## src/rtl/wb_stage_pkg.sv

```systemverilog
// Shared types for the MEM/WB writeback path: writeback source select,
// load funct3 encodings and the MEM/WB pipeline register layout.
package riscv_wb_pkg;

   typedef enum logic [1:0] {
      WB_ALU  = 2'b00,
      WB_LOAD = 2'b01,
      WB_PC4  = 2'b10,
      WB_RSVD = 2'b11
   } wb_sel_e;

   localparam logic [2:0] F3_LB  = 3'b000;
   localparam logic [2:0] F3_LH  = 3'b001;
   localparam logic [2:0] F3_LW  = 3'b010;
   localparam logic [2:0] F3_LBU = 3'b100;
   localparam logic [2:0] F3_LHU = 3'b101;

   typedef struct packed {
      logic        valid;
      logic [31:0] pc;
      logic [4:0]  rd_addr;
      logic        rd_wren;
      wb_sel_e     wb_sel;
      logic [31:0] alu_data;
      logic [31:0] ld_data;
      logic [2:0]  funct3;
   } memwb_t;

endpackage

```

## src/rtl/wb_stage_load_align.sv

```systemverilog
// Load data formatter: extracts byte/halfword from an aligned word and extends it.
// Purely combinational; no state, no flow control.
module load_align
   import riscv_wb_pkg::*;
(
   input  logic [31:0] word,
   input  logic [2:0]  funct3,
   input  logic [1:0]  offset,
   output logic [31:0] ld_fmt
);

   logic [7:0]  byte_sel;
   logic [15:0] half_sel;

   always_comb begin
      case (offset)
         2'd0:    byte_sel = word[7:0];
         2'd1:    byte_sel = word[15:8];
         2'd2:    byte_sel = word[23:16];
         default: byte_sel = word[31:24];
      endcase
      // offset[0] is ignored for halfwords; misaligned accesses trap upstream
      half_sel = offset[1] ? word[31:16] : word[15:0];

      case (funct3)
         F3_LB:   ld_fmt = {{24{byte_sel[7]}}, byte_sel};
         F3_LBU:  ld_fmt = {24'd0, byte_sel};
         F3_LH:   ld_fmt = {{16{half_sel[15]}}, half_sel};
         F3_LHU:  ld_fmt = {16'd0, half_sel};
         default: ld_fmt = word;
      endcase
   end

endmodule

```

## src/rtl/wb_stage.sv

```systemverilog
// MEM/WB register plus writeback mux, register-file write port and retire counter.
// One cycle MEM->WB; i_stall holds the entry, i_flush (dominant) inserts a bubble.
module wb_stage
   import riscv_wb_pkg::*;
#(
   parameter int          INSTRET_W = 64,
   parameter logic [31:0] RST_PC    = 32'h0000_0000
)(
   input  logic                 i_clk,
   input  logic                 i_reset,
   input  logic                 i_stall,
   input  logic                 i_flush,
   input  logic                 i_mem_valid,
   input  logic [31:0]          i_mem_pc,
   input  logic [4:0]           i_mem_rd_addr,
   input  logic                 i_mem_rd_wren,
   input  logic [1:0]           i_mem_wb_sel,
   input  logic [31:0]          i_mem_alu_data,
   input  logic [31:0]          i_mem_ld_data,
   input  logic [2:0]           i_mem_funct3,
   output logic [4:0]           o_rd_addr,
   output logic [31:0]          o_rd_data,
   output logic                 o_rd_wren,
   output logic                 o_wb_valid,
   output logic [31:0]          o_wb_pc,
   output logic [INSTRET_W-1:0] o_instret
);

   memwb_t                q;
   logic [INSTRET_W-1:0]  instret_q;
   logic [31:0]           ld_fmt;

   always_ff @(posedge i_clk or posedge i_reset) begin
      if (i_reset) begin
         q         <= '0;
         q.pc      <= RST_PC;
         q.wb_sel  <= WB_ALU;
         instret_q <= '0;
      end else begin
         // Retirement counts the entry leaving WB, even if a flush hits the same edge
         if (q.valid && !i_stall)
            instret_q <= instret_q + INSTRET_W'(1);

         if (i_flush) begin
            q.valid <= 1'b0;
         end else if (!i_stall) begin
            q.valid    <= i_mem_valid;
            q.pc       <= i_mem_pc;
            q.rd_addr  <= i_mem_rd_addr;
            q.rd_wren  <= i_mem_rd_wren;
            q.wb_sel   <= wb_sel_e'(i_mem_wb_sel);
            q.alu_data <= i_mem_alu_data;
            q.ld_data  <= i_mem_ld_data;
            q.funct3   <= i_mem_funct3;
         end
      end
   end

   load_align u_load_align (
      .word   (q.ld_data),
      .funct3 (q.funct3),
      .offset (q.alu_data[1:0]),
      .ld_fmt (ld_fmt)
   );

   always_comb begin
      case (q.wb_sel)
         WB_LOAD: o_rd_data = ld_fmt;
         WB_PC4:  o_rd_data = q.pc + 32'd4;
         default: o_rd_data = q.alu_data;
      endcase
   end

   assign o_rd_addr  = q.rd_addr;
   assign o_rd_wren  = q.valid & q.rd_wren & (q.rd_addr != 5'd0);
   assign o_wb_valid = q.valid;
   assign o_wb_pc    = q.pc;
   assign o_instret  = instret_q;

endmodule

```

## config.mk

```make
export PLATFORM = sky130hd
export DESIGN_NAME = wb_stage
export DESIGN_NICKNAME = d
export VERILOG_FILES = /design/src/rtl/wb_stage_pkg.sv /design/src/rtl/wb_stage_load_align.sv /design/src/rtl/wb_stage.sv
export SDC_FILE = /design/constraint.sdc
export NUM_CORES = 1
export LEC_CHECK = 0
export CORE_ASPECT_RATIO = 0.75
export CORE_UTILIZATION = 45
export DETAILED_ROUTE_END_ITERATION = 8
export MAX_ROUTING_LAYER = met4
export PLACE_DENSITY_LB_ADDON = 0.15
export RECOVER_POWER = 100
export SYNTH_ARGS = -nofsm -noshare
export SYNTH_HDL_FRONTEND = slang
export SYNTH_HIERARCHICAL = 1
export SYNTH_SLANG_ARGS = --single-unit
```

## constraint.sdc

```tcl
create_clock -name i_clk -period 6.4 [get_ports i_clk]
set_input_delay 1.6 -clock i_clk [delete_from_list [all_inputs] [get_ports i_clk]]
set_output_delay 1.6 -clock i_clk [all_outputs]
set_load 0.005 [all_outputs]
```

# [Word level (Yosys, flattened, before mapping)]
# Index checks and enable logic that the tools add are counted.
[word_totals] wordCells=35 mem_bits_rw=0 latch_bits=0 output_inout_bits=135 ff_bits=172 romBits=0 n_memories=0
[classes] multipliers=0 n_bitwise=4 eq_ne=8 n_mux=6 n_addsub=2 n_reduce_logical=6 div_mod_pow=0 order_cmp=0 shift=0
[op_table] cell="one-hot mux 32 bit (4 select lines)" n=1
[op_table] cell="two-way mux 108 bit" n=1
[op_table] cell="adder 64 x 1 -> 64 bit, second input constant" n=1
[op_table] cell="one-hot mux 32 bit (2 select lines)" n=1
[op_table] cell="adder 32 x 3 -> 32 bit, second input constant" n=1
[op_table] cell="one-hot mux 8 bit (3 select lines)" n=1
[op_table] cell="two-way mux 16 bit" n=1
[op_table] cell="equality test 3 bit, second input constant" n=2
[op_table] cell="nonzero test 5 bit" n=1
[op_table] cell="equality test 2 x 1 -> 1 bit, second input constant" n=2
[op_table] cell="equality test 2 bit, second input constant" n=2
[op_table] cell="equality test 3 x 1 -> 1 bit, second input constant" n=1
[op_table] cell="logical NOT 3 bit" n=1
[op_table] cell="bitwise AND 1 bit" n=2
[op_table] cell="logical NOT 2 bit" n=1
[op_table] cell="!= test 2 x 1 -> 1 bit, second input constant" n=1
[op_table] cell="NOT 1 bit" n=2
[op_table] cell="AND reduction 2 bit" n=1
[op_table] cell="logical AND 1 bit" n=1
[op_table] cell="logical NOT 1 bit" n=1
[op_table] cell="two-way mux 1 bit" n=1

# [Depth between registers and ports, before layout]
# Gate-level depths: netlist of the first run.
[depth] ltp_word=4 ltp_mapped=8 depth_no_buf=6

# [Hierarchy]
# Netlist of the first run, hierarchy kept.
[modules_own_cells] mod="wb_stage" instances=1 area_each_um2=8303.0 cells_each=719 seq_area_each_um2=4304.1
[modules_own_cells] mod="load_align" instances=1 area_each_um2=969.7 cells_each=133 seq_area_each_um2=0.0

# [Least setup slack after synthesis of the first run]
# Ideal clock, no wire load.
[synth_path] path_type="register to output" start="register q (netlist bit o_wb_pc[4])" end="output o_rd_data[24]" setup_slack_ns=3.015 stages_incl_launch_ff=6 arrival_ns=1.785 path_cell_list="dfrtp_1 -> nand4_1 -> nor4_2 -> nand4_1 -> xor2_1 -> o221ai_1"
[synth_between] elab_chain_len=2
[synth_rtl] element="from (decl)" line="wb_stage.sv:29" text="memwb_t q;"
[synth_rtl] element="adder 32 x 3 -> 32 bit" line="wb_stage.sv:69" text="WB_PC4: o_rd_data = q.pc + 32'd4;"
[synth_rtl] element="one-hot mux 32 bit (2 select lines)" line="wb_stage.sv:67" text="case (q.wb_sel)"
[synth_rtl] element="to (decl)" line="wb_stage.sv:22" text="output logic [31:0] o_rd_data,"
# No other way between the ends.

# [Worst setup path after layout of the first run]
[layout_path] start="register q[36] (netlist name)" end="output o_rd_data[9]"
[layout_between] elab_chain_len=4 word_cells_on_any_way=7
[layout_rtl] element="equality test 2 bit (tied with other cells)" line="wb_stage_load_align.sv:16" text="case (offset)"
[layout_rtl] element="one-hot mux 8 bit (3 select lines)" line="wb_stage_load_align.sv:16"
[layout_rtl] element="one-hot mux 32 bit (4 select lines) (*)" line="wb_stage_load_align.sv:25" text="case (funct3)"
[layout_rtl] element="net ld_fmt[9]" line="wb_stage.sv:31" text="logic [31:0] ld_fmt;"
[layout_rtl] element="one-hot mux 32 bit (2 select lines) (*)" line="wb_stage.sv:67"
# Mark *: on every way through the listed nets, which the timed path passes. The rest lies on a longest branch.

==> results of run 1 <==
==> routing by layer <==
layer  track usage, %  part of all wire, %  vias up  routed length, µm
li1                 -                    -     3436                  -
met1             37.2                   47     3655              12400
met2             35.7                   42      331              11100
met3             8.92                  9.3       26               2430
met4             5.50                  1.0        0                264
met5                -                    0        -                  0
==> Yosys cell counts, types with 5 or more instances <==
library cell | n | area share (%)
dfrtp_1 | 172 | 46
mux2_2 | 103 | 13
nand2_1 | 67 | 2.7
xnor2_1 | 51 | 4.8
nor2_1 | 44 | 1.8
nand4_1 | 39 | 2.6
xor2_1 | 39 | 3.7
buf_4 | 38 | 3.1
nand3_1 | 36 | 1.9
clkbuf_1 | 27 | 1.1
o21ai_0 | 26 | 1.4
a21oi_1 | 19 | 1.0
a22oi_1 | 19 | 1.5
inv_1 | 17 | 0.69
and3_1 | 16 | 1.1
o22ai_1 | 16 | 1.1
nor2b_1 | 13 | 0.88
o221ai_1 | 13 | 1.2
nor3_1 | 10 | 0.54
and4_1 | 9 | 0.85
a311oi_1 | 7 | 0.66
buf_2 | 7 | 0.38
buf_6 | 7 | 0.85
mux4_1 | 7 | 2.0
nor4_1 | 5 | 0.34
==> final cells by class <==
| class | instances | share of cell area (%) |
|---|---|---|
| clock buffer | 19 | 3.56 |
| clock inverter | 13 | 1.22 |
| inverter | 19 | 0.587 |
| multi-input combinational | 579 | 35.9 |
| sequential | 172 | 35.4 |
| tap | 258 | 2.66 |
| timing repair buffer | 255 | 20.7 |
==> sequential cells by signal, summed over array words and instances (netlist names) <==
register    count
o_rd_addr       5
o_wb_valid      1
o_instret      64
o_wb_pc        32
q              70
==> kinds of logic (layout without fill, tap and decap cells) <==
family          count (synthesis)  in the layout
xor+xnor                       90             90
simple gates                  257            257
flops                         172            172
fa+ha+maj                       4              4
compound gates                113            113
buf+inv                       101            306
mux                           115            115
==> power by group through the flow <==
stage | combinational (mW) | clock, mW | sequential (mW)
final | 0.778 | 1.04 | 1.35
after global routing | 0.842 | 1.11 | 1.37
after CTS | 0.817 | 1.06 | 1.35
after detailed placement | 0.810 | 0 | 1.37
after global placement | 0.804 | 0 | 1.37
after floorplan | 0.503 | 0 | 1.30
==> worst min path at each step <==
| stage | end | slack, ps | depth (start not counted) |
|---|---|---|---|
| 2_1_floorplan | o_instret[63] | 470 | 1 |
| 3_3_place_gp | o_instret[63] | 460 | 1 |
| 3_5_place_dp | o_instret[63] | 460 | 1 |
| 4_1_cts | o_instret[63] | 480 | 1 |
| 5_1_grt | o_instret[63] | 490 | 1 |
| 6_report | o_instret[63] | 470 | 1 |
==> stage by stage <==
| stage | area, µm² | util (%) | setup WS [ps] |
|---|---|---|---|
| 5_1_grt | 12200 | 60.1 | 629 |
| 2_1_floorplan | 9270 | - | 140 |
| 6_report | 12200 | 60.1 | 853 |
| 4_1_cts | 12200 | 60.4 | 1360 |
| 3_5_place_dp | 11600 | 57.5 | 1840 |
| 3_3_place_gp | 11600 | 57.5 | 1870 |
==> worst max-delay path, delay by kind of cell (launching register included) <==
kind / cells / cell delay (ps)
buffers and inverters: 1 / 610
AO/OA/AOI/OAI: 4 / 1720
AND/OR/NAND/NOR: 1 / 120
flip-flops: 1 / 1050
==> flow_metrics.env, run 1 <==
export IMPL_status="finished with violations"
export IMPL_violations="max-capacitance violations, max-slew violations"
export IMPL_clock_skew_ps=12.7
export IMPL_p_sw_mw=0.991
export IMPL_cts_hold_buf=0
export IMPL_yosys_area_share_simple_pct=14.5
export IMPL_power_density_nw_per_um2=261
export IMPL_synth_edf_count=0
export IMPL_netlist_instances=852
export IMPL_slew_headroom_pct=-147
export IMPL_cts_sinks=172
export IMPL_fmax_mhz=180
export IMPL_cts_max_path_buffers=2
export IMPL_nNetsFinal=1160
export IMPL_final_setup_tns_ps=0
export IMPL_dieWidth_um=168
export IMPL_vias=7448
export IMPL_reg2reg_to="o_instret[34]"
export IMPL_synthXorXnorAreaFrac_pct=8.50
export IMPL_pwr_share_clk_pct=32.8
export IMPL_synth_ff_type="dfrtp_1"
export IMPL_yosysSeqAreaShare_pct=46.4
export IMPL_final_cell_count_no_fill=1315
export IMPL_r2r_slack_ps=3860
export IMPL_ctsResizeCount=0
export IMPL_slowest_delay_ps=1050
export IMPL_dieArea_um2=21200
export IMPL_grt_max_degree=97
export IMPL_viasPerCell=5.66
export IMPL_fp_coreArea_um2=20200
export IMPL_finalSetupViolCount=0
export IMPL_remaining_drc_errors=0
export IMPL_r2r_start="o_instret[0]"
export IMPL_leakage_nw=5.16
export IMPL_syn2layout_area_growth_pct=31.1
export IMPL_drv_slew=210
export IMPL_ys_seq_elements=172
export IMPL_start_kind="flop"
export IMPL_worst_hold_slack_ps=472
export IMPL_p_sw_share_pct=31.2
export IMPL_port_buffers=246
export IMPL_syn_avg_cell_area_um2=10.9
export IMPL_end_kind="output port"
export IMPL_async_reset_ff_share_pct=100
export IMPL_crit_type="flop to output port"
export IMPL_ff_latch_area_um2=4300
export IMPL_cts_made_buffers=17
export IMPL_die_y_um=126
export IMPL_gp_congestion=0.950
export IMPL_path_clk_slew_ps=70
export IMPL_muxShareOfSynthArea_pct=15.1
export IMPL_combPwrFrac_pct=24.5
export IMPL_synthAdderAreaFrac_pct=0.540
export IMPL_worstMarginPinSlew_ps=3700
export IMPL_reg2reg_depth=7
export IMPL_cap_violations=3
export IMPL_startpoint="q[36]"
export IMPL_p_seq_share_pct=42.7
export IMPL_nFillCells=1703
export IMPL_num_rows=45
export IMPL_period_minus_slack_ps=5550
export IMPL_grt_ovfl_total=0
export IMPL_root_buffer="clkbuf_16"
export IMPL_rsz0062_at_grt="no"
export IMPL_drive_above_1_share_pct=14.3
export IMPL_htree_levels=4
export IMPL_ys_warn_count=6
export IMPL_antenna_found_initial=0
export IMPL_drt_pass1_iterations=6
export IMPL_final_common_cell="dfrtp_1"
export IMPL_crit_required_ps=4800
export IMPL_worst_skew_pair_late_latency_ps=430
export IMPL_dpl_cell_count=1283
export IMPL_power_mw=3.17
export IMPL_routed_wl_mm=26.2
export IMPL_ios=247
export IMPL_finalHoldViolCount=0
export IMPL_drtAntennaViolNets=0
export IMPL_min_path_type="flop to flop"
export IMPL_synth_compound_area_share_pct=8.57
export IMPL_post_dp_hpwl_mm=19.2
export IMPL_ir_drop_uv=180
export IMPL_multi_input_area_um2=4360
export IMPL_synth_nets=968
export IMPL_first_iter_violations=700
export IMPL_finalCritPeriodShare_pct=86.7
export IMPL_synth_top_family_by_area="multiplexers"
export IMPL_num_antenna_cells=0
export IMPL_slowest_stage="dfrtp_1"
export IMPL_post_cts_buffers=0
export IMPL_crit_chain="nor2_1, a22oi_2, o221ai_1, a221oi_1, a21oi_1, dlygate4sd3_1"
export IMPL_p_int_mw=2.18
export IMPL_min_delay_start="o_instret[63]"
export IMPL_worst_path_max_fanout=31
export IMPL_initial_utilization_pct=45.9
export IMPL_final_cell_mix="172 x dfrtp_1, 133 x dlygate4sd3_1, 113 x clkdlybuf4s50_1"
export IMPL_grt_pass1_vias=7055
export IMPL_wl_per_cell_um=19.9
export IMPL_yosysUniqueCellTypes=49
export IMPL_arrival_ps=3950
export IMPL_cts_tree="built"
export IMPL_grt_first_pass_wirelength_mm=41.2
export IMPL_syn_cell_area_um2=9270
export IMPL_grt_util_all_layers_pct=26.1
export IMPL_crit_path_end="o_rd_data[9]"
Note: power is estimated with default switching activity, not from simulation.
==> inputs of run 2 (changes only) <==
--- a/config.mk
+++ b/config.mk
@@ -8,6 +8,7 @@
 export CORE_ASPECT_RATIO = 0.75
 export CORE_UTILIZATION = 45
 export DETAILED_ROUTE_END_ITERATION = 8
+export GPL_TIMING_DRIVEN = 0
 export MAX_ROUTING_LAYER = met4
 export PLACE_DENSITY_LB_ADDON = 0.15
 export RECOVER_POWER = 100
==> flow_metrics.env, run 2 (synthesis results as in run 1) <==
export IMPL_dieWidth_um=168
export IMPL_port_buffers=246
export IMPL_fp_coreArea_um2=20200
export IMPL_cap_violations=2
export IMPL_nNetsFinal=1234
export IMPL_routed_wl_mm=28.0
export IMPL_finalCritPeriodShare_pct=86.6
export IMPL_crit_path_end="o_rd_data[17]"
export IMPL_grt_first_pass_wirelength_mm=43.5
export IMPL_crit_type="flop to output port"
export IMPL_vias=7775
export IMPL_root_buffer="clkbuf_16"
export IMPL_cts_hold_buf=0
export IMPL_final_area_um2=12700
export IMPL_rsz0062_at_grt="no"
export IMPL_ctsResizeCount=0
export IMPL_finalSetupViolCount=0
export IMPL_ir_drop_uv=192
export IMPL_grt_max_degree=103
export IMPL_first_iter_violations=733
export IMPL_viasPerCell=5.60
export IMPL_arrival_ps=3950
export IMPL_dieArea_um2=21200
export IMPL_initial_utilization_pct=45.9
export IMPL_reg2reg_depth=6
export IMPL_worst_path_max_fanout=9
export IMPL_final_cell_mix="172 x dfrtp_1, 124 x clkdlybuf4s50_1, 122 x dlygate4sd3_1"
export IMPL_period_minus_slack_ps=5550
export IMPL_die_y_um=126
export IMPL_final_common_cell="dfrtp_1"
export IMPL_power_density_nw_per_um2=264
export IMPL_largest_reg_flops=70
export IMPL_slowest_stage="nor4_1"
export IMPL_min_path_type="flop to flop"
export IMPL_drtAntennaViolNets=0
export IMPL_cpMostUsedCell="nand4_1"
export IMPL_start_kind="flop"
export IMPL_violations="max-capacitance violations, max-slew violations"
export IMPL_placed_area_um2=12100
export IMPL_worst_skew_pair_late_latency_ps=430
export IMPL_antenna_found_initial=0
export IMPL_htree_levels=4
export IMPL_crit_buf_inv=1
export IMPL_place_ws_ps=1900
export IMPL_grt_pass1_vias=7491
export IMPL_drive_above_1_share_pct=17.4
export IMPL_slowest_delay_ps=1400
export IMPL_status="finished with violations"
export IMPL_post_cts_buffers=0
export IMPL_path_clk_slew_ps=70
export IMPL_num_antenna_cells=0
export IMPL_worstMarginPinSlew_ps=3280
export IMPL_final_setup_tns_ps=0
export IMPL_cts_sinks=172
export IMPL_setup_ws_ps=855
export IMPL_top_register="q"
export IMPL_cp_depth=6
export IMPL_clock_skew_ps=15.1
export IMPL_cts_max_path_buffers=2
export IMPL_ios=247
export IMPL_cts_made_buffers=17
export IMPL_utilization_pct=62.8
export IMPL_critPathTopFamily="simple AND/OR/NAND/NOR gates"
export IMPL_finalHoldViolCount=0
export IMPL_fmax_mhz=180
export IMPL_r2r_slack_ps=3400
export IMPL_r2r_start="o_instret[0]"
export IMPL_num_rows=45
export IMPL_reg2reg_to="o_instret[56]"
export IMPL_gp_congestion=0.953
export IMPL_drt_pass1_iterations=7
export IMPL_post_dp_hpwl_mm=21.2
export IMPL_cts_tree="built"
export IMPL_crit_chain="nand4_1, nor4_1, nand4_1, xor2_1, o221ai_1, dlygate4sd3_1"
export IMPL_grt_util_all_layers_pct=27.8
export IMPL_wl_per_cell_um=20.1
export IMPL_syn2layout_area_growth_pct=36.8
export IMPL_remaining_drc_errors=0
export IMPL_end_kind="output port"
export IMPL_crit_required_ps=4800
export IMPL_leakage_nw=5.45
export IMPL_drv_slew=81
export IMPL_startpoint="o_wb_pc[4]"
export IMPL_slew_headroom_pct=-120
export IMPL_grt_ovfl_total=0
run 2: cell count changes in the layout (fill, tap and decap cells not counted), moves of 7 or more:
cell             change
buf_4               +23
buf_6                +7
clkbuf_1            +25
clkbuf_4            +11
clkdlybuf4s50_1     +11
dlygate4sd3_1       -11
run 2: worst min-delay path by stage:
stage             startpoint             to  cells past startpoint
6_report       o_instret[63]  o_instret[63]                      1
5_1_grt        o_instret[63]  o_instret[63]                      1
4_1_cts        o_instret[63]  o_instret[63]                      1
3_5_place_dp   o_instret[63]  o_instret[63]                      1
3_3_place_gp   o_instret[63]  o_instret[63]                      1
2_1_floorplan  o_instret[63]  o_instret[63]                      1
run 2: through the flow:
step / power (mW) / cells / hold slack, ps
2_1_floorplan: 1.80 / 852 / 468
3_3_place_gp: 2.27 / 1356 / 461
3_5_place_dp: 2.28 / 1357 / 464
4_1_cts: 3.40 / 1388 / 476
5_1_grt: 3.49 / 1388 / 486
6_report: 3.35 / 1388 / 472
run 2: routing by layer:
layer  GRT usage, %  up-vias  part of all wire [%]
met5              -        -                     0
met4           5.61        0                  0.70
met3           8.74       23                   9.8
met2           38.3      371                    43
met1           39.9     3795                    47
li1               -     3586                     -
run 2: report_power, final:
| group | total, mW | internal, mW | switching, mW |
|---|---|---|---|
| logic | 0.898 | 0.491 | 0.407 |
| registers | 1.34 | 1.20 | 0.146 |
| clock network | 1.10 | 0.635 | 0.470 |
| total | 3.35 | 2.32 | 1.02 |
run 2: cell type report:
class	instances	area, µm²
buffer	82	507
inverter	19	72.6
multi-input combinational	579	4370
tap	258	323
fill	1695	7530
clock buffer	18	439
sequential	172	4300
timing repair buffer	247	2490
clock inverter	13	183
run 2: worst register-to-register path, stage by stage (launching register included):
cell and delay [ps]:
dfrtp_1 430, ha_1 220, nand4b_1 170, nor4_1 1070, nand4_1 530, nor3_1 350
xor2_1 160
==> inputs of run 3 (changes only) <==
--- a/config.mk
+++ b/config.mk
@@ -6,11 +6,11 @@
 export NUM_CORES = 1
 export LEC_CHECK = 0
 export CORE_ASPECT_RATIO = 0.75
-export CORE_UTILIZATION = 45
+export CORE_UTILIZATION = 38
 export DETAILED_ROUTE_END_ITERATION = 8
 export GPL_TIMING_DRIVEN = 0
 export MAX_ROUTING_LAYER = met4
-export PLACE_DENSITY_LB_ADDON = 0.15
+export PLACE_DENSITY = 0.79
 export RECOVER_POWER = 100
 export SYNTH_ARGS = -nofsm -noshare
 export SYNTH_HDL_FRONTEND = slang
==> flow_metrics.env, run 3 (synthesis results as in run 1) <==
export IMPL_worst_hold_slack_ps=473
export IMPL_die_y_um=137
export IMPL_ctsResizeCount=0
export IMPL_nNetsFinal=1234
export IMPL_multi_input_area_um2=4360
export IMPL_cts_sinks=172
export IMPL_grt_max_degree=94
export IMPL_cpMostUsedCell="clkbuf_1"
export IMPL_worst_path_max_fanout=10
export IMPL_drive_above_1_share_pct=17.2
export IMPL_crit_required_ps=4800
export IMPL_wl_per_cell_um=20.1
export IMPL_port_buffers=246
export IMPL_cts_tree="built"
export IMPL_grt_first_pass_wirelength_mm=44.6
export IMPL_slowest_stage="a311oi_1"
export IMPL_remaining_drc_errors=0
export IMPL_syn2layout_area_growth_pct=37.4
export IMPL_period_minus_slack_ps=5300
export IMPL_largest_reg_flops=70
export IMPL_viasPerCell=5.34
export IMPL_first_iter_violations=635
export IMPL_drtAntennaViolNets=0
export IMPL_startpoint="q[36]"
export IMPL_leakage_nw=5.41
export IMPL_min_path_type="flop to flop"
export IMPL_cts_hold_buf=0
export IMPL_nFillCells=2050
export IMPL_root_buffer="clkbuf_16"
export IMPL_gp_congestion=0.966
export IMPL_vias=7813
export IMPL_slew_headroom_pct=-142
export IMPL_clock_skew_ps=16.8
export IMPL_num_antenna_cells=0
export IMPL_routed_wl_mm=29.4
export IMPL_path_clk_slew_ps=70
export IMPL_finalHoldViolCount=0
export IMPL_rsz0062_at_grt="no"
export IMPL_start_kind="flop"
export IMPL_min_delay_start="o_instret[63]"
export IMPL_slowest_delay_ps=650
export IMPL_cts_made_buffers=17
export IMPL_grt_ovfl_total=0
export IMPL_final_cell_mix="172 x dfrtp_1, 136 x clkdlybuf4s50_1, 110 x dlygate4sd3_1"
export IMPL_fp_coreArea_um2=24000
export IMPL_end_kind="output port"
export IMPL_post_cts_buffers=0
export IMPL_finalSetupViolCount=0
export IMPL_post_dp_hpwl_mm=22.4
export IMPL_final_setup_tns_ps=0
export IMPL_ir_drop_uv=171
export IMPL_drt_pass1_iterations=5
export IMPL_top_register="q"
export IMPL_worst_skew_pair_late_latency_ps=440
export IMPL_ff_latch_area_um2=4300
export IMPL_initial_utilization_pct=38.7
export IMPL_dieArea_um2=25000
export IMPL_fmax_mhz=189
export IMPL_final_common_cell="dfrtp_1"
export IMPL_dieWidth_um=182
export IMPL_ios=247
export IMPL_final_area_um2=12700
export IMPL_dpl_cell_count=1430
export IMPL_placed_area_um2=12200
export IMPL_antenna_found_initial=0
export IMPL_place_ws_ps=1770
export IMPL_status="finished with violations"
export IMPL_cap_violations=1
export IMPL_r2r_start="o_instret[0]"
export IMPL_finalCritPeriodShare_pct=82.8
export IMPL_setup_ws_ps=1100
export IMPL_htree_levels=4
export IMPL_power_density_nw_per_um2=260
export IMPL_crit_type="flop to output port"
export IMPL_grt_pass1_vias=7638
export IMPL_drv_slew=80
export IMPL_worstMarginPinSlew_ps=3600
export IMPL_arrival_ps=3700
export IMPL_final_cell_count_no_fill=1462
export IMPL_violations="max-capacitance violations, max-slew violations"
export IMPL_cts_max_path_buffers=2
export IMPL_crit_chain="clkbuf_1, nand2b_1, clkbuf_1, a21oi_1, a311oi_1, a22oi_1, o21ai_0, dlygate4sd3_1"
export IMPL_num_rows=49
export IMPL_grt_util_all_layers_pct=24.7
run 3: per-stage QoR:
| stage | util [%] | total power [mW] |
|---|---|---|
| 2_1_floorplan | - | 1.80 |
| 4_1_cts | 53.3 | 3.36 |
| 3_3_place_gp | 50.7 | 2.27 |
| 5_1_grt | 53.1 | 3.47 |
| 6_report | 53.1 | 3.31 |
| 3_5_place_dp | 50.8 | 2.29 |
run 3: cell type report:
cell class,count,share of cell area (%)
clock buffers,20,3.59
flip-flops and latches,172,33.8
plain buffers,82,3.92
multi-input cells,579,34.2
well taps,331,3.25
repair buffers,247,19.6
inverters,19,0.570
clock inverters,12,1.09
run 3: worst max-delay path, delay by kind of cell, from the launching register on:
family | cells | cell delay (ps)
buffers and inverters | 3 | 1550
AOI/OAI and AO/OA | 4 | 1140
DFF | 1 | 370
and+or+nand+nor | 1 | 190
run 3: power by group:
group | switching, mW | leakage, nW | total (mW) | internal [mW]
Clock | 0.460 | 0.279 | 1.06 | 0.600
Sequential | 0.138 | 2.15 | 1.34 | 1.20
Combinational | 0.425 | 2.98 | 0.919 | 0.494
run 3: worst paths after layout:
check | endpoint | slack, ps | cells past startpoint
setup / recovery | o_rd_data[2] | 1100 | 8
hold / removal | o_instret[63] | 470 | 1
setup reg to reg | o_instret[56] | 3470 | 6
hold reg to reg | o_instret[63] | 470 | 1
max in group asynchronous | o_instret[25] | 2070 | 2
min in group asynchronous | o_wb_pc[22] | 2690 | 2
run 3: routing by layer:
layer / vias to the layer above / global-route usage (%) / part of all wire [%]
met5: - / - / 0
met2: 317 / 34.2 / 42
li1: 3574 / - / -
met1: 3884 / 34.1 / 47
met3: 38 / 8.06 / 9.1
met4: 0 / 7.14 / 1.7
==> patch: new RTL, settings of run 2 <==
Change the parameter `INSTRET_W` from 64 to 128.
--- a/src/rtl/wb_stage.sv
+++ b/src/rtl/wb_stage.sv
@@ -3,7 +3,7 @@
 module wb_stage
    import riscv_wb_pkg::*;
 #(
-   parameter int          INSTRET_W = 64,
+   parameter int          INSTRET_W = 128,
    parameter logic [31:0] RST_PC    = 32'h0000_0000
 )(
    input  logic                 i_clk,
Interface: changed (resized o_instret); port bits go from 247 to 311. The function was not compared with the original's and may differ.
==> patch against run 2 <==
The flow still finishes with violations (max-capacitance violations, max-slew violations); synthesized area rose by 36%; count of clock-buffer cells in the layout up 13; hold slack worse by 6.9 ps; setup slack improved by 17 ps; power is 25% higher; final area up 33%; sequential cell count up 64; routed wire length is 42% higher; largest cell class is now sequential cells.
==> patch: results <==
export IMPL_status="finished, violations left"
export IMPL_violations="max-capacitance violations, max-slew violations"
export IMPL_clk_latency_ps=520
export IMPL_met2_length_um=16200
export IMPL_ys_types=62
export IMPL_cellLeakagePower_nw=7.423
export IMPL_met1_length_um=18510
export IMPL_cts_setup_buffers=0
export IMPL_clkTransAtPathRegs_ps=60
export IMPL_worst_pin_slew_ps=2158
export IMPL_maxCapViolCount=1
export IMPL_stdcell_count=1905
export IMPL_dpl_cell_count=1856
export IMPL_grt_max_degree=41
export IMPL_finalMaxSlewViolations=38
export IMPL_vias=10740
export IMPL_synth_area_leaders="dfrtp_1 47%, mux2_2 8.7%, xnor2_1 6.4%"
export IMPL_cts_buffers=25
export IMPL_grt_first_pass_wirelength_um=61080
export IMPL_crit_fanout=10
export IMPL_antenna_found_initial=4
export IMPL_skew_ps=8.729
export IMPL_grt_pass1_vias=10220
export IMPL_io_buffers=310
export IMPL_yosysSeqAreaShare=0.4678
export IMPL_synth_avg_cell_area_um2=10.62
export IMPL_htree_levels=1
export IMPL_hpwl_um=30260
export IMPL_vdd_ir_drop_worst_mv=0.1817
export IMPL_cts_path_max_buffers=3
export IMPL_crit_slowest_cell="dlygate4sd3_1"
export IMPL_synthTopCellsByCount="236 x dfrtp_1, 106 x nand2_1, 98 x mux2_2, 92 x xnor2_1, 87 x nor2_1"
export IMPL_track_usage=0.2830
export IMPL_drt_first_pass_iters=5
export IMPL_yosysWarnings=6
export IMPL_place_gp_congestion=0.9265
export IMPL_topRoutingLayerUsed="met4"
export IMPL_crit_arrival_ps=3930
export IMPL_cts_resized=0
export IMPL_drtIter0Drc=801
export IMPL_synth_async_sr_flop_share=1.000
export IMPL_hold_path_class="reg2reg"
export IMPL_largest_reg_flops=128
export IMPL_critPathMaxStageDelay_ps=610
export IMPL_synth_fp_nets=1305
export IMPL_cts_root_buf="clkbuf_16"
export IMPL_wl_um=39630
export IMPL_dr_wl_met3_um=3697
export IMPL_layout_nets=1648
export IMPL_path_delay_family="buffers and inverters"
export IMPL_drive_above_1_share=0.1394
==> patch: cell type report <==
| type | count | area (um2) |
|---|---|---|
| well taps | 351 | 439.2 |
| multi-input cells | 836 | 5898 |
| inverters | 32 | 121.4 |
| clock buffers | 31 | 698.2 |
| diodes | 4 | 10.01 |
| repair buffers | 316 | 3191 |
| plain buffers | 85 | 506.7 |
| fillers | 2329 | 10350 |
| clock inverters | 14 | 141.4 |
| flip-flops and latches | 236 | 5906 |
==> patch: cell families after synthesis <==
| kind of cell | synth area share |
|---|---|
| AND/OR/NAND/NOR | 0.1942 |
| AO/OA/AOI/OAI | 0.06572 |
| multiplexers | 0.1068 |
| XOR/XNOR | 0.1075 |
| buffers and inverters | 0.05402 |
| adder cells (fa/ha/maj) | 0.003965 |
| flip-flops | 0.4678 |
==> patch: metal layers <==
| layer | vias up | global-route usage |
|---|---|---|
| li1 | 4918 | - |
| met1 | 5283 | 0.4223 |
| met2 | 466 | 0.3698 |
| met3 | 76 | 0.07117 |
| met4 | 0 | 0.08898 |
| met5 | - | - |
==> patch: per-stage QoR <==
stage / setup WS, ps / TNS [ps] / power (mW) / area [um2] / hold slack [ps]
finish: 872.2 / 0 / 4.177 / 16910 / 464.7
global route: 710.9 / 0 / 4.351 / 16910 / 495.1
CTS: 1583 / 0 / 4.243 / 17130 / 474.3
detailed placement: 1723 / 0 / 2.740 / 16290 / 465.9
global placement: -201.3 / -41040 / 2.717 / 16170 / 469.7
floorplan: 1708 / 0 / 2.224 / 12630 / 464.7
==> patch: final timing paths <==
| check | from | end | depth (start not counted) | slack [ps] |
|---|---|---|---|---|
| setup / recovery | q[35] | o_rd_data[19] | 8 | 870 |
| hold / removal | o_instret[127] | o_instret[127] | 1 | 460 |
| setup reg to reg | o_instret[0] | o_instret[100] | 7 | 3120 |
| hold reg to reg | o_instret[127] | o_instret[127] | 1 | 460 |
| max in group asynchronous | i_reset | o_instret[103] | 6 | 1830 |
| min in group asynchronous | i_reset | o_rd_addr[4] | 2 | 1700 |
==> patch: report_power, final <==
group	leakage (nW)	switching [mW]	internal, mW	total (mW)
clock	0.406	0.635	0.858	1.49
combinational	3.99	0.447	0.496	0.943
sequential	3.03	0.138	1.60	1.74
total	7.42	1.22	2.96	4.18
